[config.mk]
export PLATFORM = sky130hd
export DESIGN_NAME = csi2tx_dphy_clk_lane_ctrl
export DESIGN_NICKNAME = d
export VERILOG_FILES = /design/src/rtl/csi2tx_dphy_pkg.sv /design/src/rtl/csi2tx_dphy_clk_ctrl_cnt.sv /design/src/rtl/csi2tx_dphy_clk_lane_ctrl.sv
export SDC_FILE = /design/constraint.sdc
export NUM_CORES = 1
export LEC_CHECK = 0
export CAP_MARGIN = 20
export CORE_ASPECT_RATIO = 1.75
export CORE_MARGIN = 1.5
export CORE_UTILIZATION = 25
export CTS_BUF_LIST = sky130_fd_sc_hd__clkbuf_8
export DETAILED_ROUTE_END_ITERATION = 6
export GPL_TIMING_DRIVEN = 0
export HOLD_SLACK_MARGIN = 0.1
export SLEW_MARGIN = 30
export SYNTH_ARGS = -nofsm -noshare
export SYNTH_HDL_FRONTEND = slang
export SYNTH_SLANG_ARGS = --single-unit
[constraint.sdc]
create_clock -name txclkesc -period 6.13 [get_ports txclkesc]
set_input_delay 1.5325 -clock txclkesc [delete_from_list [all_inputs] [get_ports txclkesc]]
set_output_delay 1.5325 -clock txclkesc [all_outputs]
set_load 0.01 [all_outputs]
[src/rtl/csi2tx_dphy_pkg.sv]
`default_nettype none
// +-----------------------------------------------------------------------+
// | csi2tx_dphy_pkg: clock-lane state encodings, defaults, output decode   |
// | Rev 1.0                                                                |
// +-----------------------------------------------------------------------+
package csi2tx_dphy_pkg;

  localparam int NUM_LANES_DEF = 8;
  localparam int CNT_W_DEF     = 16;

  localparam logic [2:0] ST_STOP      = 3'd0;
  localparam logic [2:0] ST_HS_REQ    = 3'd1;
  localparam logic [2:0] ST_HS_ON     = 3'd2;
  localparam logic [2:0] ST_HS_HOLD   = 3'd3;
  localparam logic [2:0] ST_HS_EXIT   = 3'd4;
  localparam logic [2:0] ST_ULPS      = 3'd5;
  localparam logic [2:0] ST_ULPS_EXIT = 3'd6;

  localparam logic [2:0] CLK_STATE_RST = ST_STOP;

  typedef struct packed {
    logic req_hs;
    logic hs_ready;
    logic ulps;
    logic ulps_exit;
  } clk_outs_t;

  // Moore decode; the top registers it from the next state.
  function automatic clk_outs_t state_outputs(input logic [2:0] st);
    clk_outs_t o;
    o = '0;
    case (st)
      ST_HS_REQ:    o.req_hs = 1'b1;
      ST_HS_ON,
      ST_HS_HOLD: begin
        o.req_hs   = 1'b1;
        o.hs_ready = 1'b1;
      end
      ST_ULPS:      o.ulps = 1'b1;
      ST_ULPS_EXIT: begin
        o.ulps      = 1'b1;
        o.ulps_exit = 1'b1;
      end
      default:      o = '0;
    endcase
    return o;
  endfunction

endpackage
`default_nettype wire

[src/rtl/csi2tx_dphy_clk_ctrl_cnt.sv]
`default_nettype none
// +-----------------------------------------------------------------------+
// | csi2tx_dphy_clk_ctrl_cnt: loadable down-counter saturating at zero     |
// | Rev 1.0                                                                |
// +-----------------------------------------------------------------------+
module csi2tx_dphy_clk_ctrl_cnt
  import csi2tx_dphy_pkg::*;
#(
  parameter int CNT_W = CNT_W_DEF
) (
  input  logic             clk_i,
  input  logic             rst_i,
  input  logic             load_i,
  input  logic [CNT_W-1:0] load_val_i,
  input  logic             dec_i,
  output logic             zero_o
);

  logic [CNT_W-1:0] cnt_q;
  logic [CNT_W-1:0] cnt_d;

  always_comb begin
    cnt_d = cnt_q;
    if (load_i) begin
      cnt_d = load_val_i;
    end else if (dec_i && (cnt_q != '0)) begin
      cnt_d = cnt_q - CNT_W'(1);
    end
  end

  always_ff @(posedge clk_i) begin
    if (rst_i) begin
      cnt_q <= '0;
    end else begin
      cnt_q <= cnt_d;
    end
  end

  assign zero_o = (cnt_q == '0);

endmodule
`default_nettype wire

[src/rtl/csi2tx_dphy_clk_lane_ctrl.sv]
`default_nettype none
// +-----------------------------------------------------------------------+
// | csi2tx_dphy_clk_lane_ctrl: D-PHY clock lane HS/ULPS sequencer          |
// | CSI2TX_CLK_CONT_MODE_EN selects continuous clock.  Rev 1.0             |
// +-----------------------------------------------------------------------+
module csi2tx_dphy_clk_lane_ctrl
  import csi2tx_dphy_pkg::*;
#(
  parameter int NUM_LANES = NUM_LANES_DEF,
  parameter int CNT_W     = CNT_W_DEF
) (
  input  logic                 txclkesc,
  input  logic                 txescclk_rst,
  input  logic [NUM_LANES-1:0] lane_hs_req,
  input  logic                 ulps_req,
  input  logic                 ulps_exit_req,
  input  logic [CNT_W-1:0]     cfg_idle_cnt,
  input  logic [CNT_W-1:0]     cfg_wakeup_cnt,
  input  logic                 frd_sot,
  input  logic                 mas_stopstate_clk,
  output logic                 txrequesths_clk,
  output logic                 txulpsclk,
  output logic                 txulpsexit_clk,
  output logic                 clk_hs_ready,
  output logic [2:0]           clk_state
);

  logic [2:0]       state_q;
  logic [2:0]       state_d;
  clk_outs_t        outs_q;
  logic             any_req;
  logic             cnt_load;
  logic [CNT_W-1:0] cnt_load_val;
  logic             cnt_dec;
  logic             cnt_zero;

  assign any_req = |lane_hs_req;

`ifdef CSI2TX_CLK_CONT_MODE_EN
  logic unused_idle_cnt;
  assign unused_idle_cnt = ^cfg_idle_cnt;
`endif

  always_comb begin
    state_d      = state_q;
    cnt_load     = 1'b0;
    cnt_load_val = '0;
    cnt_dec      = 1'b0;
    case (state_q)
      ST_STOP: begin
        if (mas_stopstate_clk) begin
`ifdef CSI2TX_CLK_CONT_MODE_EN
          // The clock restarts by itself unless ULPS is wanted with no lane busy.
          if (any_req || !ulps_req) state_d = ST_HS_REQ;
          else                      state_d = ST_ULPS;
`else
          if (any_req)       state_d = ST_HS_REQ;
          else if (ulps_req) state_d = ST_ULPS;
`endif
        end
      end
      ST_HS_REQ: begin
        if (frd_sot) state_d = ST_HS_ON;
      end
      ST_HS_ON: begin
`ifdef CSI2TX_CLK_CONT_MODE_EN
        if (ulps_req) begin
          state_d      = ST_HS_HOLD;
          cnt_load     = 1'b1;
          cnt_load_val = '0;
        end
`else
        if (!any_req) begin
          state_d      = ST_HS_HOLD;
          cnt_load     = 1'b1;
          cnt_load_val = cfg_idle_cnt;
        end
`endif
      end
      ST_HS_HOLD: begin
`ifdef CSI2TX_CLK_CONT_MODE_EN
        if (cnt_zero) state_d = ST_HS_EXIT;
        else          cnt_dec = 1'b1;
`else
        if (any_req)       state_d = ST_HS_ON;
        else if (cnt_zero) state_d = ST_HS_EXIT;
        else               cnt_dec = 1'b1;
`endif
      end
      ST_HS_EXIT: begin
        if (mas_stopstate_clk) state_d = ST_STOP;
      end
      ST_ULPS: begin
        if (ulps_exit_req) begin
          state_d      = ST_ULPS_EXIT;
          cnt_load     = 1'b1;
          cnt_load_val = cfg_wakeup_cnt;
        end
      end
      ST_ULPS_EXIT: begin
        if (cnt_zero) state_d = ST_STOP;
        else          cnt_dec = 1'b1;
      end
      default: state_d = ST_STOP;
    endcase
  end

  csi2tx_dphy_clk_ctrl_cnt #(
    .CNT_W (CNT_W)
  ) u_cnt (
    .clk_i      (txclkesc),
    .rst_i      (txescclk_rst),
    .load_i     (cnt_load),
    .load_val_i (cnt_load_val),
    .dec_i      (cnt_dec),
    .zero_o     (cnt_zero)
  );

  always_ff @(posedge txclkesc) begin
    if (txescclk_rst) begin
      state_q <= CLK_STATE_RST;
      outs_q  <= '0;
    end else begin
      state_q <= state_d;
      outs_q  <= state_outputs(state_d);
    end
  end

  assign txrequesths_clk = outs_q.req_hs;
  assign clk_hs_ready    = outs_q.hs_ready;
  assign txulpsclk       = outs_q.ulps;
  assign txulpsexit_clk  = outs_q.ulps_exit;
  assign clk_state       = state_q;

endmodule
`default_nettype wire

==> out/results.txt <==
Final clock skew = 0.00193 ns
Resized Gates After CTS = 0
Routability Congestion = 0.960
Largest net degree at the start of global routing = 14
Maxcap violations = 0
Final total power = 313 uW
Syn_nets = 251
Share of the synthesized area in the top cell type = 27.4%
Vias/cell = 5.52
DR DRC count = 0
Clock tree from TritonCTS = done
GRT Overall Usage = 16.4%
Worst r2r src = u_cnt.cnt_q[0]
PD cells = 134 nW/um2
Core area = 6490 um2
Minimum clock period = 3.83 ns
Post-synth cell types = 48
Row count = 39
Area of the multi-input gates = 1110 um2
Initial Util = 25.9%
Slew Viols, Final = 0
Status = finished, final reports clean
Detailed Route WL = 5730 um
Arrival time worst endpoint = 3.97 ns
CP startpoint kind = input pin
Max_slew headroom = 61.8%
Root buffer cell = clkbuf_8
GRT overflow = 0
Crit path kind = input pin to flip-flop
Main synth FF type = dfxtp_1
CP max stage cell = nor4_4
H-tree depth = 1
Dominant cell type by area after synthesis = dfxtp_1
CTS Hold Bufs = 0
RSZ-0062 raised after global routing = false
Max Clk Rate = 261 MHz
Worst path top cell family by delay = simple AND/OR/NAND/NOR gates
Critical Path Max Stage Delay = 0.55 ns
Ys Warns = 0
FFs w/ async S/R, synth = 0%
Worst setup EP type = flip-flop
Syn Area/Cell = 8.28 um2
N_diodes = 0
Postcts setup bufs = 0
Final setup violation count = 0
Iteration-0 DRC count of the detailed router = 142
CTS clk-pin slew, worst paths = 0.09 ns
Critical Path RT = 6.27 ns
Die ar. = 7240 um2
CP bufs+invs = 3
Fill cell count = 666
DR pass1 iterations = 4
Final period utilization = 62.5%
Final-report hold violation count = 0
Crit-path cells = clkdlybuf4s50_1 -> or4_1 -> buf_2 -> nor4_4 -> nor2_1 -> clkbuf_1 -> o311ai_0 -> a21oi_1
Wire per inst = 16.9 um
Hold Path Class = flip-flop to flip-flop
Synth Register Bits = 23
Peak VDD IR = 0.0784 mV
Setup TNS = 0 ns
Post-DRT Antenna Nets = 0
Area grow syn2layout = 39.2%
Hold_sp = u_cnt.cnt_q[14]
Largest fanout on the critical path = 10
Layout cells sized above 1 = 10.5%
Area of the mapped netlist = 1680 um2
Post-synthesis cell count = 203
Final #Nets = 307
Synth top area cells = dfxtp_1 (27%), a21oi_1 (5.1%), a22o_1 (4.7%)
Vias in the first global route = 1903
Post-synth EDFFs = 0
Most frequent cells in the layout = clkdlybuf4s50_1 (51), dfxtp_1 (23), nor2_1 (17), a21oi_1 (17), nor3_1 (11)
Die height = 111 um
Initial antenna violation count = 0
Worst setup path start = lane_hs_req[5]
Dpl hpwl = 4470 um
Final hold slack = 0.508 ns
Total CTS buffers = 3
Vias = 1877
Reg area = 460 um2
Die width = 65.0 um
Worst-Skew Late Latency = 0.27 ns
LEAKAGE = 0.000833 uW
Commonest non-fill, non-tap cell in the layout = clkdlybuf4s50_1
Num ports = 53
CTS Buffer Depth = 2
Clock Sinks = 23
Worst slew pin tran = 0.569 ns
Port bufs = 51
First-pass GRT wire length = 9190 um
Sequential fraction of the synthesis area = 27.4%
## layout make-up
type / count / share of cell area [%]
clock buffer: 3 / 1.76
timing repair buffer: 51 / 21.8
multi-input combinational: 158 / 47.5
inverter: 7 / 1.12
tap: 82 / 4.39
clock inverter: 1 / 0.214
sequential: 23 / 19.7
buffer: 15 / 3.53
## flip-flops by register name, summed over array words and instances, names as in the netlist
register         cells
txulpsclk            1
u_cnt.cnt_q         16
clk_hs_ready         1
clk_state            3
txulpsexit_clk       1
txrequesths_clk      1
## worst paths after layout
path	end	slack [ns]	cells past startpoint
setup / recovery	u_cnt.cnt_q[6]	2.30	8
hold / removal	u_cnt.cnt_q[14]	0.51	2
setup reg to reg	u_cnt.cnt_q[10]	3.76	7
hold reg to reg	u_cnt.cnt_q[14]	0.51	2
## Yosys cell counts, types with 2 or more instances
cell	n
nand3_1	6
o31ai_1	2
inv_1	7
nand2_1	6
nor2_1	17
a22oi_1	4
nor3_1	11
nor3b_1	2
ha_1	2
a21o_1	2
nand3b_1	4
dfxtp_1	23
o211ai_1	3
a21oi_1	17
buf_2	3
buf_6	2
nand4_1	8
a22o_1	9
or3_1	6
nor4_1	7
a22o_4	2
o311ai_0	3
a211oi_1	4
or4_1	5
clkbuf_1	8
buf_4	2
o21ai_0	9
nor4b_1	4
nor4_2	5
a221oi_1	2
## metrics by stage
step	worst slack, ns	std cells	utilization, %	instance area, um2
2_1_floorplan	2.83	203	-	1680
3_3_place_gp	2.01	336	35.3	2290
3_5_place_dp	2.01	336	35.3	2290
4_1_cts	2.31	340	36.1	2340
5_1_grt	2.15	340	36.1	2340
6_report	2.30	340	36.1	2340
## power by group
group	internal, uW	switching (uW)
Clock	45.5	54.3
Sequential	152	1.52
Combinational	37.3	22.7
Total	235	78.5
## routing by layer
| layer | up-vias | wire (um) | track usage (%) |
|---|---|---|---|
| met4 | 0 | 225 | 6.95 |
| met3 | 19 | 189 | 1.82 |
| li1 | 915 | - | - |
| met2 | 61 | 3180 | 31.8 |
| met5 | - | 0 | 0 |
| met1 | 882 | 2130 | 16.8 |
## worst min-delay path, stage by stage, from the launching register on
cell     delay [ns]
dfxtp_1        0.34
nand3_1        0.07
a21oi_1        0.05
## cell families (layout without fill, tap and decap cells)
family	Yosys count	after routing	synth area share, %
fa+ha+maj	2	2	1.49
compound gates	66	66	30.5
simple gates	89	89	33.6
flops	23	23	27.4
mux	1	1	0.596
buf+inv	22	77	6.48
(Power assumes the default switching activity.)
